## config.mk

```make
export PLATFORM = sky130hd
export DESIGN_NAME = two_sum_stream_source
export DESIGN_NICKNAME = d
export VERILOG_FILES = /design/src/rtl/two_sum_stream_source.sv
export SDC_FILE = /design/constraint.sdc
export NUM_CORES = 1
export LEC_CHECK = 0
export ABC_AREA = 1
export BUFFER_PORTS_ARGS = -buffer_cell sky130_fd_sc_hd__clkbuf_2
export CORE_MARGIN = 8
export CORE_UTILIZATION = 42
export CTS_BUF_LIST = sky130_fd_sc_hd__clkbuf_2
export DETAILED_ROUTE_END_ITERATION = 12
export HOLD_SLACK_MARGIN = 0.08
export PLACE_DENSITY = 0.65
export SLEW_MARGIN = 20
export SYNTH_ARGS = -nofsm -noshare
export SYNTH_HDL_FRONTEND = slang
export SYNTH_SLANG_ARGS = --single-unit
```

## constraint.sdc

```tcl
create_clock -name clk -period 1.7 [get_ports clk]
set_clock_uncertainty 0.15 [all_clocks]
set_input_delay 0 -clock clk [delete_from_list [all_inputs] [get_ports clk]]
set_output_delay 0 -clock clk [all_outputs]
set_load 0.05 [all_outputs]
```

## src/rtl/two_sum_stream_source.sv

```systemverilog
// Plays a locally loaded signed array out as a number stream with a constant target, then captures the solver's first result.
// Latency: first beat 1 cycle after an accepted start; done pulses len+3 cycles after start when unpaused.
// Backpressure: pause suppresses the next beat and holds the pointer; start/load are ignored while a transfer runs.
module two_sum_stream_source #(
    parameter  int DATA_WIDTH = 2,
    parameter  int ARRAY_SIZE = 2 ** DATA_WIDTH,
    localparam int IW         = $clog2(ARRAY_SIZE)
) (
    input  logic                  clk,
    input  logic                  rst,
    input  logic                  load_valid,
    input  logic [IW-1:0]         load_index,
    input  logic [DATA_WIDTH-1:0] load_data,
    input  logic [IW:0]           length,
    input  logic [DATA_WIDTH-1:0] target_in,
    input  logic                  start,
    input  logic                  pause,
    output logic [DATA_WIDTH-1:0] number,
    output logic                  number_valid,
    output logic                  number_last,
    output logic [DATA_WIDTH-1:0] target,
    input  logic [IW-1:0]         index1,
    input  logic [IW-1:0]         index2,
    input  logic                  index_valid,
    output logic                  busy,
    output logic                  done,
    output logic                  found,
    output logic [IW-1:0]         result_index1,
    output logic [IW-1:0]         result_index2,
    output logic                  error
);

    typedef enum logic [1:0] {
        S_IDLE   = 2'd0,
        S_STREAM = 2'd1,
        S_WAIT   = 2'd2,
        S_FIN    = 2'd3
    } state_t;

    localparam logic [IW:0]   L_SIZE = (IW + 1)'(ARRAY_SIZE);
    localparam logic [IW:0]   L_TWO  = (IW + 1)'(2);
    localparam logic [IW:0]   L_ONE  = (IW + 1)'(1);
    localparam logic [IW-1:0] P_ONE  = IW'(1);

    state_t                r_state;
    state_t                w_next;
    logic [DATA_WIDTH-1:0] r_mem [ARRAY_SIZE];
    logic [IW-1:0]         r_ptr;
    logic [IW:0]           r_len;
    logic                  r_wcnt;
    logic [DATA_WIDTH-1:0] r_number;
    logic                  r_number_valid;
    logic                  r_number_last;
    logic [DATA_WIDTH-1:0] r_target;
    logic                  r_done;
    logic                  r_found;
    logic [IW-1:0]         r_res1;
    logic [IW-1:0]         r_res2;
    logic                  r_error;

    logic                  w_start_ok;
    logic                  w_last;
    logic                  w_capture;
    logic [IW:0]           w_len_sat;

    assign w_start_ok = start && (length >= L_TWO);
    assign w_len_sat  = (length > L_SIZE) ? L_SIZE : length;
    assign w_last     = ({1'b0, r_ptr} == (r_len - L_ONE));

    // State register.
    always_ff @(posedge clk or posedge rst) begin
        if (rst) begin
            r_state <= S_IDLE;
        end else begin
            r_state <= w_next;
        end
    end

    // Next-state decode: WAIT spans two cycles, FIN is the cycle that raises done.
    always_comb begin
        w_next = r_state;
        case (r_state)
            S_IDLE:   if (w_start_ok) w_next = S_STREAM;
            S_STREAM: if (!pause && w_last) w_next = S_WAIT;
            S_WAIT:   if (r_wcnt) w_next = S_FIN;
            S_FIN:    w_next = S_IDLE;
            default:  w_next = S_IDLE;
        endcase
    end

    // Output decode: busy and the result-capture window.
    always_comb begin
        busy      = (r_state == S_STREAM) || (r_state == S_WAIT);
        w_capture = busy && index_valid && !r_found;
    end

    // Array storage, writable only when idle; a same-cycle start streams the new word.
    always_ff @(posedge clk) begin
        if ((r_state == S_IDLE) && load_valid) begin
            r_mem[load_index] <= load_data;
        end
    end

    // Registered datapath: stream beats, WAIT counter, result latch and status pulses.
    always_ff @(posedge clk or posedge rst) begin
        if (rst) begin
            r_ptr          <= '0;
            r_len          <= '0;
            r_wcnt         <= 1'b0;
            r_number       <= '0;
            r_number_valid <= 1'b0;
            r_number_last  <= 1'b0;
            r_target       <= '0;
            r_done         <= 1'b0;
            r_found        <= 1'b0;
            r_res1         <= '0;
            r_res2         <= '0;
            r_error        <= 1'b0;
        end else begin
            r_done  <= 1'b0;
            r_error <= 1'b0;
            if (w_capture) begin
                r_found <= 1'b1;
                r_res1  <= index1;
                r_res2  <= index2;
            end
            case (r_state)
                S_IDLE: begin
                    if (start) begin
                        if (!w_start_ok) begin
                            r_error <= 1'b1;
                        end else begin
                            r_len    <= w_len_sat;
                            r_target <= target_in;
                            r_found  <= 1'b0;
                            r_res1   <= '0;
                            r_res2   <= '0;
                            r_ptr    <= '0;
                            r_wcnt   <= 1'b0;
                        end
                    end
                end
                S_STREAM: begin
                    if (pause) begin
                        r_number_valid <= 1'b0;
                        r_number_last  <= 1'b0;
                    end else begin
                        r_number       <= r_mem[r_ptr];
                        r_number_valid <= 1'b1;
                        r_number_last  <= w_last;
                        r_ptr          <= r_ptr + P_ONE;
                    end
                end
                S_WAIT: begin
                    r_number_valid <= 1'b0;
                    r_number_last  <= 1'b0;
                    r_wcnt         <= ~r_wcnt;
                end
                S_FIN: begin
                    r_done <= 1'b1;
                end
                default: ;
            endcase
        end
    end

    assign number        = r_number;
    assign number_valid  = r_number_valid;
    assign number_last   = r_number_last;
    assign target        = r_target;
    assign done          = r_done;
    assign found         = r_found;
    assign result_index1 = r_res1;
    assign result_index2 = r_res2;
    assign error         = r_error;

endmodule

```

Yosys cells after proc, flatten, opt, wreduce, memory -nomap -nowiden --
Memories as Yosys holds them, arrays and structs flattened. A register that Yosys moved wholly into a read port is not among the register bits. Cells that the tools add are included.
Cells by class: $add $sub $neg 2, divide/modulo/power cells 0, multipliers 0, equality and inequality tests 9, magnitude comparators 2, muxes and demuxes 34, bitwise gates (word level) 2, reductions and logical operators 17, shifts and indexed selects 0
Operators with widths (count):
- $mux 2 | 14
- $mux 1 | 14
- $ne 2x2->1 const B | 5
- $reduce_and 3->1 | 3
- $pmux 2 s4 | 1
- $pmux 1 s2 | 3
- $reduce_bool 2->1 | 3
- $logic_and 1x1->1 | 5
- $eq 2x2->1 const B | 2
- $pmux 2 s2 | 1
- $reduce_and 4->1 | 1
- $eq 2x3->1 | 1
- $ge 3x2->1 const B | 1
- $gt 3x3->1 const B | 1
- $mux 3 | 1
- $sub 3x1->3 const B | 1
- $add 2x1->2 const B | 1
- $eq 2x1->1 const B | 1
- $logic_not 1->1 | 2
- $logic_not 2->1 | 1
- $not 1->1 | 2
- $reduce_and 2->1 | 1
- $logic_or 1x1->1 | 1
Word-level totals: bits in writable memories 8, output and inout port bits 14, register bits after elaboration 19, word-level logic and storage cells 79, latch bits 0, bits in read-only memories 0, memories kept 1, bits of input ports 19
Memory list:
- r_mem | words 4, width 2, rd ports 1, clocked after memory_dff 1, wr ports 1, line 47 | logic [DATA_WIDTH-1:0] r_mem [ARRAY_SIZE];

Logic depth before layout (Yosys ltp) --
Gate-level depths: netlist (run 1).
depth after elaboration 8, depth in mapped cells 10

Worst setup path before layout (run 1) --
Ideal clock, no wire load.
path type register -> register, from reg r_state[0], to reg r_res1[0] (netlist: result_index1[0]), arrival time 1.575 ns, path buffers 0, period minus slack after synthesis 1.847 ns, stages on the path, launching flop included 8, data required time 1.429 ns, slack -0.147 ns, cell sequence dfrtp_1 > inv_1 > ha_1 > nand2_1 > nor2_2 > inv_1 > nor2_1 > nor3_1
On the way: cells in the longest elaborated chain, start to end 8
RTL lines:
- start, declared | line 45 | state_t r_state;
- start signal, assigned | line 75 | r_state <= w_next;
- $eq 2x1->1 / $eq 2x2->1 (equally long branches) | line 93 | busy = (r_state == S_STREAM) || (r_state == S_WAIT);
- $logic_or 1x1->1 * | line 93
- net busy | line 25 | output logic busy,
- $logic_and 1x1->1 * (2 in series) | line 94 | w_capture = busy && index_valid && !r_found;
- $mux 2 * | line 122 | if (w_capture) begin
- $mux 2 | line 130 | if (!w_start_ok) begin
- $mux 2 | line 129 | if (start) begin
- $mux 2 * | line 127 | case (r_state)
- end signal, assigned | line 124 | r_res1 <= index1;
- end, declared | line 57 | logic [IW-1:0] r_res1;
The timed path passes the listed nets; every way through them passes the cells marked *. A chain may end at the register's enable or synchronous reset.

Worst setup path in the final report (run 1) --
from reg r_state[0], to mem r_mem[2][1], enable pin
On the way: cells in the longest elaborated chain, start to end 4
RTL lines:
- $logic_not 2->1 | line 99 | if ((r_state == S_IDLE) && load_valid) begin
- $logic_and 1x1->1 | line 99
- $mux 1 | line 99
- $mux 1 (implied by the code) | line 100 | r_mem[load_index] <= load_data;
- end, declared | line 47
Every way passes these cells.

==> results of run 1 <==
==> repair_timing <==
action | CTS | global route
hold buffers | 19 | 0
endpoints found under the setup margin | 1 | 18
buffers inserted | 0 | 1
gates resized for setup | 1 | 8
endpoints found under the hold margin | 57 | 0
==> power groups by stage <==
stage | clock network (uW) | registers, uW | logic, uW
floorplan | 0 | 1580 | 1040
global placement | 0 | 1120 | 1830
detailed placement | 0 | 1140 | 1890
CTS | 499 | 1120 | 1940
global route | 534 | 1160 | 2220
finish | 486 | 1130 | 2020
==> logic make-up after synthesis <==
logic type                 Yosys count
buffers and inverters               21
adders and majority gates            6
and+or+nand+nor                     71
AOI/OAI and AO/OA                   18
DFF                                 29
xor gates and xnor gates             1
==> per-layer routing <==
| metal | vias up | part of all wire [%] | global-route usage [%] | wire length [um] |
|---|---|---|---|---|
| met4 | 0 | 1.7 | 6.00 | 52 |
| met1 | 553 | 45 | 14.6 | 1400 |
| met3 | 6 | 5.7 | 5.49 | 178 |
| li1 | 593 | - | - | - |
| met2 | 27 | 48 | 21.8 | 1500 |
| met5 | - | 0 | 0 | 0 |
==> registers in the layout, indices dropped and copies added, names as in the netlist, 2 cells and up <==
| register | flops |
|---|---|
| number | 2 |
| r_len | 3 |
| r_mem | 8 |
| r_ptr | 2 |
| r_state | 2 |
| result_index1 | 2 |
| result_index2 | 2 |
| target | 2 |
==> worst max-delay path: stages (launching register included) <==
cell	delay [ns]
dfrtp_1	0.47
inv_2	0.12
ha_4	0.19
nand2_1	0.11
nor3_1	0.27
==> metrics by stage <==
step / std cells / setup TNS (ns) / utilization [%] / total power [uW]
2_1_floorplan: 146 / 0 / - / 2620
3_3_place_gp: 223 / 0 / 51.9 / 2960
3_5_place_dp: 223 / 0 / 51.9 / 3020
4_1_cts: 250 / 0 / 60.3 / 3560
5_1_grt: 251 / -0.190 / 61.4 / 3910
6_report: 251 / 0 / 61.4 / 3630
==> cells in the final DEF, fill, tap and decap left out, types with 3 or more instances in the layout <==
| cell type | netlist | routed |
|---|---|---|
| nand3_1 | 7 | 7 |
| inv_2 | 4 | 7 |
| ha_1 | 6 | 3 |
| nor3_1 | 8 | 8 |
| edfxtp_1 | 8 | 8 |
| dfrtp_1 | 21 | 21 |
| inv_1 | 16 | 13 |
| o21ai_0 | 4 | 4 |
| clkbuf_2 | 0 | 36 |
| nand2_2 | 6 | 6 |
| o21ai_1 | 6 | 6 |
| buf_4 | 1 | 3 |
| nand2_1 | 25 | 25 |
| nor2_1 | 22 | 22 |
| dlygate4sd3_1 | 0 | 19 |
==> cell type report <==
cell class | count | area share [%]
Clock inverter | 3 | 2.18
Inverter | 20 | 3.97
Tap cell | 44 | 2.91
Multi-Input combinational cell | 96 | 29.3
Clock buffer | 5 | 1.32
Sequential cell | 29 | 40.5
Timing Repair Buffer | 54 | 19.9
==> worst max path at each step <==
stage / startpoint / endpoint / slack, ns / depth (start not counted)
after floorplan: r_state[0]$_DFFE_PP0P_ / result_index1[0]$_DFF_PP0_ / 0.13 / 7
after global placement: r_state[0]$_DFFE_PP0P_ / r_mem[2][1]$_DFFE_PP_ / 0.13 / 4
after detailed placement: r_state[0]$_DFFE_PP0P_ / r_state[0]$_DFFE_PP0P_ / 0.03 / 8
after CTS: r_state[0]$_DFFE_PP0P_ / r_state[0]$_DFFE_PP0P_ / 0.006 / 8
after global routing: r_state[0]$_DFFE_PP0P_ / r_mem[0][0]$_DFFE_PP_ / -0.04 / 4
final: r_state[0]$_DFFE_PP0P_ / r_mem[2][1]$_DFFE_PP_ / 0.08 / 4
==> results.sh, run 1 <==
export IMPL_result_of_the_run="finished clean"
export IMPL_reg2reg_depth=4
export IMPL_tritoncts_clock_tree="built"
export IMPL_synthesized_area_fraction_occupied_by_ao_oa_aoi_and_oai_cells_pct=7.08
export IMPL_headroom_to_the_max_slew_limit_pct=79.4
export IMPL_worst_hold_path_stage_count=4
export IMPL_arrival_ns=1.51
export IMPL_syn_avg_cell_area_sq_um=9.32
export IMPL_rsz0062_at_grt="yes"
export IMPL_post_synth_instance_area_sq_mm=0.00136
export IMPL_pwr_share_clk_pct=13.4
export IMPL_leakage_uw=0.000914
export IMPL_clockRootBuffer="clkbuf_2"
export IMPL_worstReg2RegEnd="r_mem[2][1]$_DFFE_PP_"
export IMPL_placement_cell_area_sq_mm=0.00160
export IMPL_detailedPlace_worstSlack_ns=0.0292
export IMPL_finalWeightedCongestion=0.820
export IMPL_ir_drop_uv=1070
export IMPL_ys_warnings_count=0
export IMPL_min_period_ns=1.62
export IMPL_pin_count_of_the_biggest_net_entering_global_routing=22
export IMPL_grt_pass1_wl_um=5430
export IMPL_worst_hold_slack_ns=0.225
export IMPL_die_area_sq_mm=0.00532
export IMPL_fp_row_count=20
export IMPL_drt_iter0_markers=39
export IMPL_dieHeight_um=72.9
export IMPL_insertedDiodeCount=0
export IMPL_synth_edf_count=8
export IMPL_grtUsageTotal_pct=13.3
export IMPL_sequential_cell_area_sq_um=766
export IMPL_hold_path_endpoint="target[0]$_DFFE_PP0P_"
export IMPL_yosys_area_share_adder_pct=5.51
export IMPL_synth_top_cells_by_area="dfrtp_1 39%, edfxtp_1 18%, nand2_1 6.9%"
export IMPL_fmax_ghz=0.617
export IMPL_clkSlewWorstSetupHoldPaths_ns=0.17
export IMPL_route_detailed_vias_per_inst=4.70
export IMPL_cts_num_sinks=29
export IMPL_multi_input_area_sq_um=553
export IMPL_route_detailed_drc=0
export IMPL_path_max_fanout=7
export IMPL_core_area_sq_mm=0.00308
export IMPL_floorplan_die_width_um=72.9
export IMPL_first_pass_iteration_count_of_the_detailed_router=4
export IMPL_post_synth_mux_area_share_pct=0
export IMPL_synth_most_common_cell="nand2_1"
export IMPL_synth_top_cells_by_count="25 x nand2_1, 22 x nor2_1, 21 x dfrtp_1, 16 x inv_1"
export IMPL_floorplan_io_pins=33
export IMPL_max_cap_viol_count=0
export IMPL_detailedPlacementHpwl_um=2320
export IMPL_power_density_mw_per_mm2=1920
export IMPL_crit_reg2reg_launch="r_state[0]$_DFFE_PP0P_"
export IMPL_synthSimpleGateAreaFrac_pct=23.1
export IMPL_setup_worst_path_end_class="flop"
export IMPL_holdCritStartpoint="target_in[0]"
export IMPL_ctsLongestPathBuffers=2
export IMPL_synth_xor_area_share_pct=2.02
export IMPL_design_final_nets=231
export IMPL_mappedNetlistNets=171
export IMPL_wl_per_cell_um=12.4
export IMPL_required_time_at_the_endpoint_of_the_critical_path_ns=1.59
export IMPL_number_of_global_route_vias_before_repair=1182
export IMPL_power_sequential_fraction_pct=31.0
export IMPL_finalCritPeriodShare_pct=95.4
export IMPL_synth_top_family_by_area="simple AND/OR/NAND/NOR gates"
export IMPL_cts_inserted_buffers=5
export IMPL_io_buffers=32
export IMPL_via_count=1179
export IMPL_startpoint_to_endpoint_class_of_the_critical_path="flop to flop"
export IMPL_timing_hold_violations_final=0
export IMPL_total_switching_power_uw=1750
export IMPL_clk_insertion_delay_late_ns=0.36
export IMPL_switching_share_pct=48.3
export IMPL_yosysUniqueCellTypes=21
export IMPL_postSynthCellCount=146
export IMPL_worst_hold_path_type="input pin to flop"
export IMPL_final_design_area_no_fill_sq_mm=0.00189
export IMPL_intPower_uw=1880
export IMPL_power_share_combinational_pct=55.6
export IMPL_worst_slew_pin_slew_ns=0.307
export IMPL_clock_tree_htree_level_count=2
export IMPL_syn_to_final_growth_pct=38.9
export IMPL_synth_seq_area_share_pct=56.3
export IMPL_ant_nets=0
export IMPL_initial_utilization_pct=44.2
export IMPL_synth_main_ff_cell="dfrtp_1"
export IMPL_globalRouteOverflowTotal=0
export IMPL_r2r_setup_slack_ns=0.08
export IMPL_setup_viol=0
export IMPL_timing_critical_path_from_type="flop"
export IMPL_yosys_register_bits=29
export IMPL_fillCellCount=270
export IMPL_final_layout_size_suffix_gt1_share_pct=30.9
export IMPL_final_max_slew_viols=0
export IMPL_postRouteWirelength_um=3120
export IMPL_synth_top_cell_area_share_pct=38.6
export IMPL_grt_antenna_before_repair=0
export IMPL_netlist_top_cell_by_area="dfrtp_1"
export IMPL_fin_ws_ns=0.0787
export IMPL_synth_async_sr_flop_share_pct=72.4
Power figures use the tool's default switching activity.
==> run 2: changes to the inputs <==
--- a/config.mk
+++ b/config.mk
@@ -12,7 +12,7 @@
 export CTS_BUF_LIST = sky130_fd_sc_hd__clkbuf_2
 export DETAILED_ROUTE_END_ITERATION = 12
 export HOLD_SLACK_MARGIN = 0.08
-export PLACE_DENSITY = 0.65
+export PLACE_DENSITY = 0.61
 export SLEW_MARGIN = 20
 export SYNTH_ARGS = -nofsm -noshare
 export SYNTH_HDL_FRONTEND = slang
==> run 2 against run 1 <==
  * Maximum frequency increased by 0.19%
  * First-iteration DRC count is 74% higher
  * Combinational power about the same
  * Cell count grew 0.80%
  * Sequential share of layout area decreased by 0.16 points
==> results.sh, run 2 (same netlist as run 1, synthesis figures left out) <==
export IMPL_result_of_the_run="finished clean"
export IMPL_ir_drop_uv=948
export IMPL_first_pass_iteration_count_of_the_detailed_router=4
export IMPL_pin_count_of_the_biggest_net_entering_global_routing=22
export IMPL_layout_cells_most_common_list="38 x clkbuf_2, 25 x nand2_1, 22 x nor2_1"
export IMPL_rsz0062_at_grt="yes"
export IMPL_leakage_uw=0.000930
export IMPL_postRouteWirelength_um=3140
export IMPL_largest_register_by_flop_count="r_mem"
export IMPL_finalCritPeriodShare_pct=95.2
export IMPL_worst_hold_path_type="input pin to flop"
export IMPL_ant_nets=0
export IMPL_grtUsageTotal_pct=13.0
export IMPL_globalRouteOverflowTotal=0
export IMPL_ctsLongestPathBuffers=2
export IMPL_stdcell_count=253
export IMPL_power_density_mw_per_mm2=1900
export IMPL_route_detailed_drc=0
export IMPL_floorplan_die_width_um=72.9
export IMPL_worst_hold_path_stage_count=3
export IMPL_reg2reg_depth=4
export IMPL_worst_slew_pin_slew_ns=0.320
export IMPL_clockRootBuffer="clkbuf_2"
export IMPL_path_max_fanout=7
export IMPL_largest_registers="r_mem x8, r_len x3"
export IMPL_via_count=1188
export IMPL_worst_hold_slack_ns=0.225
export IMPL_worstReg2RegEnd="r_mem[3][1]$_DFFE_PP_"
export IMPL_syn_to_final_growth_pct=39.4
export IMPL_initial_utilization_pct=44.2
export IMPL_route_detailed_vias_per_inst=4.70
export IMPL_timing_hold_violations_final=0
export IMPL_clock_tree_htree_level_count=2
export IMPL_number_of_placed_cells_counting_well_taps=224
export IMPL_clkSlewWorstSetupHoldPaths_ns=0.14
export IMPL_final_layout_size_suffix_gt1_share_pct=30.1
export IMPL_dieHeight_um=72.9
export IMPL_grt_pass1_wl_um=5350
export IMPL_core_area_sq_mm=0.00308
export IMPL_required_time_at_the_endpoint_of_the_critical_path_ns=1.59
export IMPL_io_buffers=32
export IMPL_clk_insertion_delay_late_ns=0.35
export IMPL_critPathSlowestCell="dfrtp_1"
export IMPL_max_cap_viol_count=0
export IMPL_wl_per_cell_um=12.4
export IMPL_holdCritStartpoint="length[2]"
export IMPL_finalWeightedCongestion=0.828
export IMPL_arrival_ns=1.51
export IMPL_drt_iter0_markers=68
export IMPL_setup_worst_path_end_class="flop"
export IMPL_tritoncts_clock_tree="built"
export IMPL_die_area_sq_mm=0.00532
export IMPL_min_period_ns=1.62
export IMPL_cts_inserted_buffers=5
export IMPL_startpoint_to_endpoint_class_of_the_critical_path="flop to flop"
export IMPL_r2r_setup_slack_ns=0.08
export IMPL_critical_path_max_stage_delay_ns=0.42
export IMPL_fmax_ghz=0.618
export IMPL_setup_viol=0
export IMPL_fillCellCount=272
export IMPL_mostFrequentLayoutCell="clkbuf_2"
export IMPL_sequential_cell_area_sq_um=766
export IMPL_grt_antenna_before_repair=0
export IMPL_crit_reg2reg_launch="r_state[0]$_DFFE_PP0P_"
export IMPL_floorplan_io_pins=33
export IMPL_final_max_slew_viols=0
export IMPL_hold_path_endpoint="r_len[1]$_DFFE_PP0P_"
export IMPL_fin_ws_ns=0.0818
export IMPL_multi_input_area_sq_um=551
export IMPL_number_of_global_route_vias_before_repair=1218
export IMPL_p_total_uw=3610
export IMPL_timing_critical_path_cells="inv_1, ha_4, nand2_1, nor3_1"
export IMPL_detailedPlacementHpwl_um=2260
export IMPL_setup_total_negative_slack_ns=0
export IMPL_fp_row_count=20
export IMPL_insertedDiodeCount=0
export IMPL_timing_critical_path_from_type="flop"
export IMPL_detailedPlace_worstSlack_ns=0.0291
export IMPL_headroom_to_the_max_slew_limit_pct=78.5
export IMPL_cts_num_sinks=29
export IMPL_design_final_nets=233
export IMPL_largest_register_ff_count=8
-- run 2: cell count changes in the layout (fill, tap and decap cells not counted), moves of 2 or more --
cell / before / now
inv_2: 7 / 5
clkbuf_2: 36 / 38
a21oi_2: 2 / 0
inv_1: 13 / 15
buf_4: 3 / 5
a21oi_1: 2 / 4
-- run 2: worst max-delay path by stage --
stage / from / endpoint / slack, ns / depth (start not counted)
after floorplan: r_state[0]$_DFFE_PP0P_ / result_index1[0]$_DFF_PP0_ / 0.13 / 7
after global placement: r_state[1]$_DFFE_PP0P_ / r_ptr[1]$_DFFE_PP0P_ / 0.10 / 7
after detailed placement: r_state[1]$_DFFE_PP0P_ / r_ptr[1]$_DFFE_PP0P_ / 0.03 / 7
after CTS: r_state[1]$_DFFE_PP0P_ / r_ptr[1]$_DFFE_PP0P_ / 0.03 / 7
after global routing: r_state[0]$_DFFE_PP0P_ / r_state[0]$_DFFE_PP0P_ / -0.007 / 8
final: r_state[0]$_DFFE_PP0P_ / r_mem[3][1]$_DFFE_PP_ / 0.08 / 4
-- run 2: cell type report --
class                           count  area share, %
Clock buffer                        6           1.58
Clock inverter                      2           1.78
Inverter                           20           3.96
Multi-Input combinational cell     96           29.0
Sequential cell                    29           40.3
Tap cell                           44           2.90
Timing Repair Buffer               56           20.4
-- run 2: critical path, delay by kind of cell (launching register included) --
family / cells / cell delay [ns]
adders and majority gates: 1 / 0.21
DFF: 1 / 0.42
and+or+nand+nor: 2 / 0.39
buffers and inverters: 1 / 0.15
-- run 2: what timing repair did --
item,CTS,global route
endpoints found under the setup margin,0,18
setup buffers,0,2
gates resized for setup,0,5
endpoints found under the hold margin,57,0
hold buffers,19,0
-- run 2: through the flow --
step	area (sq um)	util [%]
finish	1900	61.7
detailed placement	1600	52.1
global placement	1600	52.1
CTS	1860	60.4
floorplan	1370	-
global route	1900	61.7
-- run 2: routing by layer --
layer,part of all wire [%],up-vias,global-route usage [%]
met1,45,557,15.4
met2,48,25,19.4
met3,6.0,7,5.91
met5,0,-,0
met4,1.9,0,6.00
li1,-,599,-
-- run 2: report_power, final --
group          internal (uW)  leakage, uW  switching [uW]
clock                    251    0.0000406             228
combinational            680     0.000557            1320
sequential               952     0.000332             173
total                   1880     0.000930            1720
==> run 3: changes to the inputs <==
--- a/config.mk
+++ b/config.mk
@@ -8,11 +8,11 @@
 export ABC_AREA = 1
 export BUFFER_PORTS_ARGS = -buffer_cell sky130_fd_sc_hd__clkbuf_2
 export CORE_MARGIN = 8
-export CORE_UTILIZATION = 42
+export CORE_UTILIZATION = 30
 export CTS_BUF_LIST = sky130_fd_sc_hd__clkbuf_2
 export DETAILED_ROUTE_END_ITERATION = 12
 export HOLD_SLACK_MARGIN = 0.08
-export PLACE_DENSITY = 0.61
+export PLACE_DENSITY = 0.46
 export SLEW_MARGIN = 20
 export SYNTH_ARGS = -nofsm -noshare
 export SYNTH_HDL_FRONTEND = slang
==> run 3 against run 2 <==
  * Worst setup slack better by 0.022 ns
  * First-iteration DRC count is 15% lower
  * Largest power group unchanged
  * Sequential share of layout area is 0.46 points higher
  * Die area is 31% higher
  * Combinational power is 2% lower
==> results.sh, run 3 (same netlist as run 1, synthesis figures left out) <==
export IMPL_number_of_global_route_vias_before_repair=1184
export IMPL_route_detailed_vias_per_inst=4.47
export IMPL_ant_nets=0
export IMPL_cts_inserted_buffers=5
export IMPL_power_share_combinational_pct=57.5
export IMPL_setup_viol=0
export IMPL_timing_critical_path_from_type="flop"
export IMPL_tritoncts_clock_tree="built"
export IMPL_multi_input_area_sq_um=557
export IMPL_rsz0062_at_grt="yes"
export IMPL_total_switching_power_uw=1690
export IMPL_first_pass_iteration_count_of_the_detailed_router=4
export IMPL_arrival_ns=1.49
export IMPL_stdcell_count=259
export IMPL_fillCellCount=436
export IMPL_critPathSlowestCell="dfrtp_1"
export IMPL_design_final_nets=231
export IMPL_clk_insertion_delay_late_ns=0.34
export IMPL_result_of_the_run="finished clean"
export IMPL_floorplan_die_width_um=83.4
export IMPL_ir_drop_uv=515
export IMPL_route_detailed_drc=0
export IMPL_worst_hold_path_type="input pin to flop"
export IMPL_finalCritPeriodShare_pct=93.9
export IMPL_largest_register_by_flop_count="r_mem"
export IMPL_largest_register_ff_count=8
export IMPL_headroom_to_the_max_slew_limit_pct=80.8
export IMPL_mostFrequentLayoutCell="clkbuf_2"
export IMPL_max_cap_viol_count=0
export IMPL_initial_utilization_pct=31.3
export IMPL_timing_hold_violations_final=0
export IMPL_largest_registers="r_mem x8, r_len x3"
export IMPL_fmax_ghz=0.626
export IMPL_leakage_uw=0.000913
export IMPL_grt_pass1_wl_um=5300
export IMPL_power_density_mw_per_mm2=1820
export IMPL_layout_cells_most_common_list="38 x clkbuf_2, 25 x nand2_1, 22 x nor2_1"
export IMPL_cts_num_sinks=29
export IMPL_worstPathBufferInverterCount=1
export IMPL_min_period_ns=1.60
export IMPL_switching_share_pct=49.7
export IMPL_setup_worst_path_end_class="flop"
export IMPL_drt_iter0_markers=58
export IMPL_postRouteWirelength_um=3110
export IMPL_final_layout_size_suffix_gt1_share_pct=30.9
export IMPL_pin_count_of_the_biggest_net_entering_global_routing=22
export IMPL_insertedDiodeCount=0
export IMPL_grt_antenna_before_repair=0
export IMPL_number_of_placed_cells_counting_well_taps=231
export IMPL_pwr_share_clk_pct=9.7
export IMPL_syn_to_final_growth_pct=37.9
export IMPL_required_time_at_the_endpoint_of_the_critical_path_ns=1.59
export IMPL_detailedPlacementHpwl_um=2330
export IMPL_finalWeightedCongestion=0.738
export IMPL_startpoint_to_endpoint_class_of_the_critical_path="flop to flop"
export IMPL_final_core_utilization_pct=43.1
export IMPL_worst_slew_pin_slew_ns=0.289
export IMPL_sequential_cell_area_sq_um=766
export IMPL_power_sequential_fraction_pct=32.7
export IMPL_clockRootBuffer="clkbuf_2"
export IMPL_intPower_uw=1710
export IMPL_fp_row_count=24
export IMPL_floorplan_io_pins=33
export IMPL_critical_path_max_stage_delay_ns=0.43
export IMPL_worst_hold_slack_ns=0.250
export IMPL_timing_critical_path_cells="inv_1, ha_4, nand2_1, nor3_2"
export IMPL_ctsLongestPathBuffers=2
export IMPL_clkSlewWorstSetupHoldPaths_ns=0.14
export IMPL_setup_total_negative_slack_ns=0
export IMPL_clock_tree_htree_level_count=2
export IMPL_io_buffers=32
export IMPL_wl_per_cell_um=12.0
export IMPL_grtUsageTotal_pct=9.30
export IMPL_fin_ws_ns=0.104
export IMPL_via_count=1158
export IMPL_globalRouteOverflowTotal=0
export IMPL_core_area_sq_mm=0.00435
export IMPL_cp_top_family="flip-flops"
export IMPL_dieHeight_um=83.4
export IMPL_detailedPlace_worstSlack_ns=0.0242
export IMPL_path_max_fanout=7
export IMPL_final_max_slew_viols=0
export IMPL_die_area_sq_mm=0.00695
-- run 3: cell types whose count changed in the layout (fill, tap and decap cells not counted), sizes merged --
| cell | previous run | this run |
|---|---|---|
| buf | 5 | 3 |
| bufinv | 1 | 0 |
| clkbuf | 38 | 39 |
-- run 3: area by class of cell --
class                           count  area share [%]
Timing Repair Buffer               54            20.0
Clock inverter                      1           0.200
Multi-Input combinational cell     96            29.7
Inverter                           20            4.00
Sequential cell                    29            40.8
Tap cell                           52            3.47
Clock buffer                        7            1.87
-- run 3: worst min-delay path: stages --
cell and delay (ns):
dlygate4sd3_1 0.52, clkbuf_2 0.12, a22oi_1 0.06
-- run 3: stage by stage --
stage,power [uW],cell area (sq um)
floorplan,2620,1370
global placement,2980,1610
detailed placement,3010,1610
CTS,3390,1840
global route,3710,1880
finish,3410,1880
-- run 3: final timing paths --
kind | startpoint | end | slack (ns) | cells after the start
min | length[2] | r_len[1]$_DFFE_PP0P_ | 0.25 | 3
max in group asynchronous | rst | r_len[1]$_DFFE_PP0P_ | 0.56 | 5
min reg2reg | target[1]$_DFFE_PP0P_ | target[1]$_DFFE_PP0P_ | 0.35 | 2
max | r_state[0]$_DFFE_PP0P_ | r_mem[2][0]$_DFFE_PP_ | 0.10 | 4
max reg2reg | r_state[0]$_DFFE_PP0P_ | r_mem[2][0]$_DFFE_PP_ | 0.10 | 4
min in group asynchronous | rst | result_index1[1]$_DFF_PP0_ | 0.62 | 5
-- run 3: power groups by stage --
| stage | Combinational [uW] | Sequential, uW | Clock, uW |
|---|---|---|---|
| detailed placement | 1880 | 1130 | 0 |
| CTS | 1920 | 1120 | 355 |
| floorplan | 1040 | 1580 | 0 |
| global placement | 1860 | 1120 | 0 |
| global route | 2180 | 1140 | 388 |
| finish | 1960 | 1120 | 332 |
-- run 3: repair_timing --
| action | 4_1_cts | 5_1_grt |
|---|---|---|
| buffers inserted | 0 | 1 |
| hold buffers | 19 | 0 |
| hold endpoints to repair | 57 | 0 |
| endpoints found under the setup margin | 0 | 18 |
| gates resized for setup | 0 | 10 |
-- run 3: routing by layer --
metal | wire, um | up-vias | global-route usage [%]
met2 | 1530 | 24 | 15.2
met3 | 173 | 4 | 4.10
met4 | 26 | 0 | 3.83
met1 | 1380 | 542 | 10.2
met5 | 0 | - | 0
li1 | - | 588 | -
